## src/rtl/m_cache_refill.sv

```systemverilog
// m_cache_refill: load-miss line refill controller.
// Latches the missed line on a core request, issues one burst read to memory,
// collects four 32-bit beats in ascending word order, then installs the line
// into the cache for exactly one cycle while returning the critical word.
//
//   state   | meaning
//   --------+------------------------------------------------------------
//   IDLE    | no refill active; waiting for a core load-miss request
//   REQ     | burst read requested; holding o_mreq/o_maddr until i_mack
//   WAIT    | collecting data beats 0..3; gaps between beats just stall
//   INSTALL | single cycle: line write to cache, o_done and critical word

`ifndef DADDR_WIDTH
`define DADDR_WIDTH 32
`endif

module m_cache_refill (
  input  logic                    i_clk,
  input  logic                    i_rst,
  input  logic                    i_req,
  input  logic [`DADDR_WIDTH-1:0] i_addr,
  output logic                    o_busy,
  output logic                    o_done,
  output logic [31:0]             o_word,
  output logic                    o_mreq,
  output logic [`DADDR_WIDTH-1:0] o_maddr,
  input  logic                    i_mack,
  input  logic                    i_mvalid,
  input  logic [31:0]             i_mdata,
  output logic                    o_ie,
  output logic [`DADDR_WIDTH-1:0] o_iaddr,
  output logic [127:0]            o_idata
);

  localparam int AW = `DADDR_WIDTH;

  typedef enum logic [1:0] {
    ST_IDLE    = 2'd0,
    ST_REQ     = 2'd1,
    ST_WAIT    = 2'd2,
    ST_INSTALL = 2'd3
  } state_t;

  state_t         r_state;
  state_t         w_state_nxt;

  logic [AW-5:0]  r_line_tag;
  logic [1:0]     r_crit;
  logic [1:0]     r_cnt;
  logic [127:0]   r_line;

  logic           w_accept;
  logic           w_start_burst;
  logic           w_beat;
  logic [AW-1:0]  w_line_addr;
  logic [31:0]    w_crit_word;

  // Byte-offset bits below the word index never influence a line refill.
  logic           w_unused;
  assign w_unused = &{1'b0, i_addr[1:0]};

  assign w_line_addr = {r_line_tag, 4'b0000};
  assign w_crit_word = r_line[{r_crit, 5'b00000} +: 32];
  assign o_busy      = (r_state != ST_IDLE);

  // State register; reset abandons any refill in progress.
  always_ff @(posedge i_clk) begin
    if (i_rst) begin
      r_state <= ST_IDLE;
    end else begin
      r_state <= w_state_nxt;
    end
  end

  // Next-state decode and Moore outputs; interface outputs read zero outside
  // the state in which they carry meaning.
  always_comb begin
    w_state_nxt   = r_state;
    w_accept      = 1'b0;
    w_start_burst = 1'b0;
    w_beat        = 1'b0;
    o_mreq        = 1'b0;
    o_maddr       = '0;
    o_ie          = 1'b0;
    o_iaddr       = '0;
    o_idata       = '0;
    o_done        = 1'b0;
    o_word        = '0;
    case (r_state)
      ST_IDLE: begin
        if (i_req) begin
          w_accept    = 1'b1;
          w_state_nxt = ST_REQ;
        end
      end
      ST_REQ: begin
        o_mreq  = 1'b1;
        o_maddr = w_line_addr;
        if (i_mack) begin
          w_start_burst = 1'b1;
          w_state_nxt   = ST_WAIT;
        end
      end
      ST_WAIT: begin
        if (i_mvalid) begin
          w_beat = 1'b1;
          if (r_cnt == 2'd3) begin
            w_state_nxt = ST_INSTALL;
          end
        end
      end
      ST_INSTALL: begin
        o_ie        = 1'b1;
        o_iaddr     = w_line_addr;
        o_idata     = r_line;
        o_done      = 1'b1;
        o_word      = w_crit_word;
        w_state_nxt = ST_IDLE;
      end
      default: begin
        w_state_nxt = ST_IDLE;
      end
    endcase
  end

  // Request capture and beat assembly; the line address and critical index
  // are frozen at acceptance so later i_addr changes cannot disturb the refill.
  always_ff @(posedge i_clk) begin
    if (i_rst) begin
      r_line_tag <= '0;
      r_crit     <= '0;
      r_cnt      <= '0;
      r_line     <= '0;
    end else begin
      if (w_accept) begin
        r_line_tag <= i_addr[AW-1:4];
        r_crit     <= i_addr[3:2];
      end
      if (w_start_burst) begin
        r_cnt <= 2'd0;
      end
      if (w_beat) begin
        r_line[{r_cnt, 5'b00000} +: 32] <= i_mdata;
        r_cnt                           <= r_cnt + 2'd1;
      end
    end
  end

endmodule

```

## config.mk

```make
export PLATFORM = sky130hd
export DESIGN_NAME = m_cache_refill
export DESIGN_NICKNAME = d
export VERILOG_FILES = /design/src/rtl/m_cache_refill.sv
export SDC_FILE = /design/constraint.sdc
export NUM_CORES = 1
export LEC_CHECK = 0
export BUFFER_PORTS_ARGS = -buffer_cell sky130_fd_sc_hd__buf_4
export CAP_MARGIN = 0
export CORE_ASPECT_RATIO = 1.4
export CORE_MARGIN = 2
export CORE_UTILIZATION = 50
export DETAILED_ROUTE_END_ITERATION = 6
export PLACE_DENSITY = 0.81
export SLEW_MARGIN = 20
export SYNTH_ARGS = -nofsm -noshare
export SYNTH_HDL_FRONTEND = slang
export SYNTH_SLANG_ARGS = --single-unit
```

## constraint.sdc

```tcl
create_clock -name i_clk -period 5.3 [get_ports i_clk]
set_input_delay 0.265 -clock i_clk [delete_from_list [all_inputs] [get_ports i_clk]]
set_output_delay 0.265 -clock i_clk [all_outputs]
set_load 0.01 [all_outputs]
```

==> qor.txt <==
Slew Limit Fails -> 0
Hold Crit Endpoint -> r_line_tag[21]$_SDFFE_PP0P_
CP Max Fanout -> 33
Die Footprint -> 0.0174 mm^2
Vias -> 7,763
Final wirelength -> 25.1 mm
First-pass GRT wire length -> 39.4 mm
# diodes -> 0
Mean Syn Cell Area -> 8.77 um^2
Most frequent cells in the layout -> buf_4 (296), and2_1 (216), dfxtp_1 (160), nand2_1 (128), a21oi_1 (96)
Initial DRC count -> 456
Longest Clk Path Bufs -> 2
Clk_lat worst skew -> 0.42 ns
Slew margin rel. -> 0.304
Hpwl dp -> 16.6 mm
Layout cell share with drive strength beyond 1 -> 0.326
DRT met1 WL -> 9.37 mm
Critical Path Sink Type -> flop
RSZ-0062 raised after global routing -> false
Antenna-violating nets left -> 0
Multi-input gate area -> 0.00455 mm^2
Final net count -> 1,233
Worst Hold Depth -> 3
CP Data Arrival Time -> 3.48 ns
Gate Count Post-Synth -> 933
Number of global-route vias before repair -> 7,463
Mapped Area -> 0.00818 mm^2
Data required time of the worst path -> 5.65 ns
Crit start category -> flop
Maxcap violations -> 0
FFs w/ async S/R, synth -> 0
Crit path time final -> 3.12 ns
Layout area overhead -> 32.9%
Critical R2R Launch -> r_cnt[0]$_SDFFE_PP0P_
Post-route clock period utilization -> 0.589
Reg2Reg Setup Slack -> 2.18 ns
# DRC -> 0
Worst Hold Class -> input port to flop
Largest net degree at the start of global routing -> 112
Power Density -> 293 mW/mm^2
Yosys warns -> 0
Cell Rows -> 55
# IOs -> 297
Total gr overflow -> 0
Die X -> 112 um
Clk root buf -> clkbuf_16
Min-delay src -> i_addr[25]
Starting Density -> 0.508
IO buf count -> 286
Placed Cells -> 1,334
Hold Slack -> 0.0810 ns
Vias per std cell -> 5.68
Worst Clk Skew -> 0.0119 ns
Worst r2r path cells -> 6
Status -> finished, final reports clean
Worst r2r dst -> r_line[24]$_SDFFE_PP0P_
Post-CTS Setup Inserts -> 0
Core area -> 0.0161 mm^2
Routed length per instance -> 18.4 um
Peak Freq -> 0.320 GHz
Final-report hold violation count -> 0
Seq cells post-synth -> 162
Metal2 WL -> 13.1 mm
1st-pass router iterations -> 5
Cts hold-fix bufs -> 0
Seq/Total Area, Yosys -> 0.396
PostCTS Resize Cnt -> 0
Fin area -> 0.0109 mm^2
Gr usage total -> 0.283
Number of synthesized flops with an enable pin -> 0
Placement Cell Area -> 0.0103 mm^2
Static leakage -> 0.00477 uW
Worst ir drop on vdd -> 195 uV
Slew @ Worst Pin -> 1.04 ns
WS Path Type -> flop to flop
Fillcell total -> 1,364
CTS H-tree depth -> 4
Yosys cell types -> 32
Final Setup Violations -> 0
Commonest non-fill, non-tap cell in the layout -> buf_4
Clock sinks -> 162
Final non-filler cell total -> 1,366
Uppermost layer routed -> met4
CTS buffer count -> 17
Die Height -> 155 um
Post-route setup TNS -> 0 ns
Worst-path clk slew -> 0.07 ns
Initial antenna violation count -> 0
CTS tree -> built
Sequential cell area -> 0.00325 mm^2
Most used DFF post-synth -> dfxtp_1
Met3 wire length -> 1.66 mm
RD Place Congestion -> 0.794
==> worst max path at each step <==
stage | cells past startpoint | endpoint | from | slack (ns)
after floorplan | 6 | r_line[100]$_SDFFE_PP0P_ | r_cnt[0]$_SDFFE_PP0P_ | 3.34
after global placement | 6 | r_line[6]$_SDFFE_PP0P_ | r_cnt[0]$_SDFFE_PP0P_ | 2.26
after detailed placement | 6 | r_line[8]$_SDFFE_PP0P_ | r_cnt[0]$_SDFFE_PP0P_ | 2.17
after CTS | 6 | r_line[24]$_SDFFE_PP0P_ | r_cnt[0]$_SDFFE_PP0P_ | 2.17
after global routing | 6 | r_line[8]$_SDFFE_PP0P_ | r_cnt[0]$_SDFFE_PP0P_ | 1.93
final | 6 | r_line[24]$_SDFFE_PP0P_ | r_cnt[0]$_SDFFE_PP0P_ | 2.18
==> sequential cells by signal, summed over array words and instances, names as in the netlist <==
register,count
r_state,2
r_crit,2
r_line,128
r_line_tag,28
r_cnt,2
==> metrics by stage <==
| step | util | worst slack (ns) | power [uW] |
|---|---|---|---|
| after CTS | 0.675 | 2.17 | 3210 |
| after floorplan | - | 3.34 | 1780 |
| after detailed placement | 0.639 | 2.17 | 2000 |
| after global routing | 0.675 | 1.93 | 3340 |
| after global placement | 0.639 | 2.26 | 1990 |
| final | 0.675 | 2.18 | 3190 |
==> layer usage <==
metal / GRT usage / vias to the layer above
met5: 0 / -
met4: 0.138 / 0
met3: 0.0553 / 59
li1: - / 3643
met1: 0.326 / 3744
met2: 0.499 / 317
==> power breakdown <==
part / total (uW) / switching [uW] / leakage (uW) / internal, uW
sequential: 1380 / 86.3 / 0.00131 / 1290
clock: 1220 / 537 / 0.000288 / 679
combinational: 591 / 349 / 0.00317 / 242
total: 3190 / 971 / 0.00477 / 2220
==> cells in the mapped netlist (2+ instances only) <==
| library cell | instances | share of area |
|---|---|---|
| and2_1 | 217 | 0.17 |
| dfxtp_1 | 162 | 0.40 |
| nand2_1 | 128 | 0.059 |
| a21oi_1 | 96 | 0.059 |
| clkbuf_1 | 69 | 0.032 |
| nand3_1 | 69 | 0.042 |
| a32o_1 | 37 | 0.045 |
| mux4_2 | 32 | 0.088 |
| and3_1 | 30 | 0.023 |
| a31o_1 | 20 | 0.021 |
| buf_2 | 20 | 0.012 |
| ha_1 | 10 | 0.015 |
| buf_4 | 9 | 0.0083 |
| a31o_2 | 7 | 0.0075 |
| inv_1 | 6 | 0.0028 |
| nor2_1 | 3 | 0.0014 |
| buf_6 | 2 | 0.0028 |
| nand2b_1 | 2 | 0.0015 |
==> cell type report <==
type / instances / share of cell area
clock inverters: 13 / 0.0129
multi-input cells: 671 / 0.419
repair buffers: 296 / 0.204
inverters: 6 / 0.00219
clock buffers: 19 / 0.0407
well taps: 199 / 0.0229
flip-flops and latches: 162 / 0.298
==> critical path, cell delays in order (launching register included) <==
cell and delay, ns:
dfxtp_1 0.42, inv_1 0.17, ha_1 0.35, nand3_2 0.76
nor4_4 0.71, buf_4 0.44, a32o_1 0.19
==> kinds of logic (layout without fill, tap and decap cells) <==
| kind of cell | Yosys count | after routing | share of synthesized area |
|---|---|---|---|
| and+or+nand+nor | 455 | 455 | 0.302 |
| AOI/OAI and AO/OA | 165 | 165 | 0.138 |
| DFF | 162 | 162 | 0.396 |
| buffers and inverters | 107 | 334 | 0.0581 |
| muxes | 33 | 33 | 0.0893 |
| adders and majority gates | 10 | 10 | 0.0153 |
| other | 1 | 8 | 0.000458 |
Note: power is estimated with default switching activity, not from simulation.
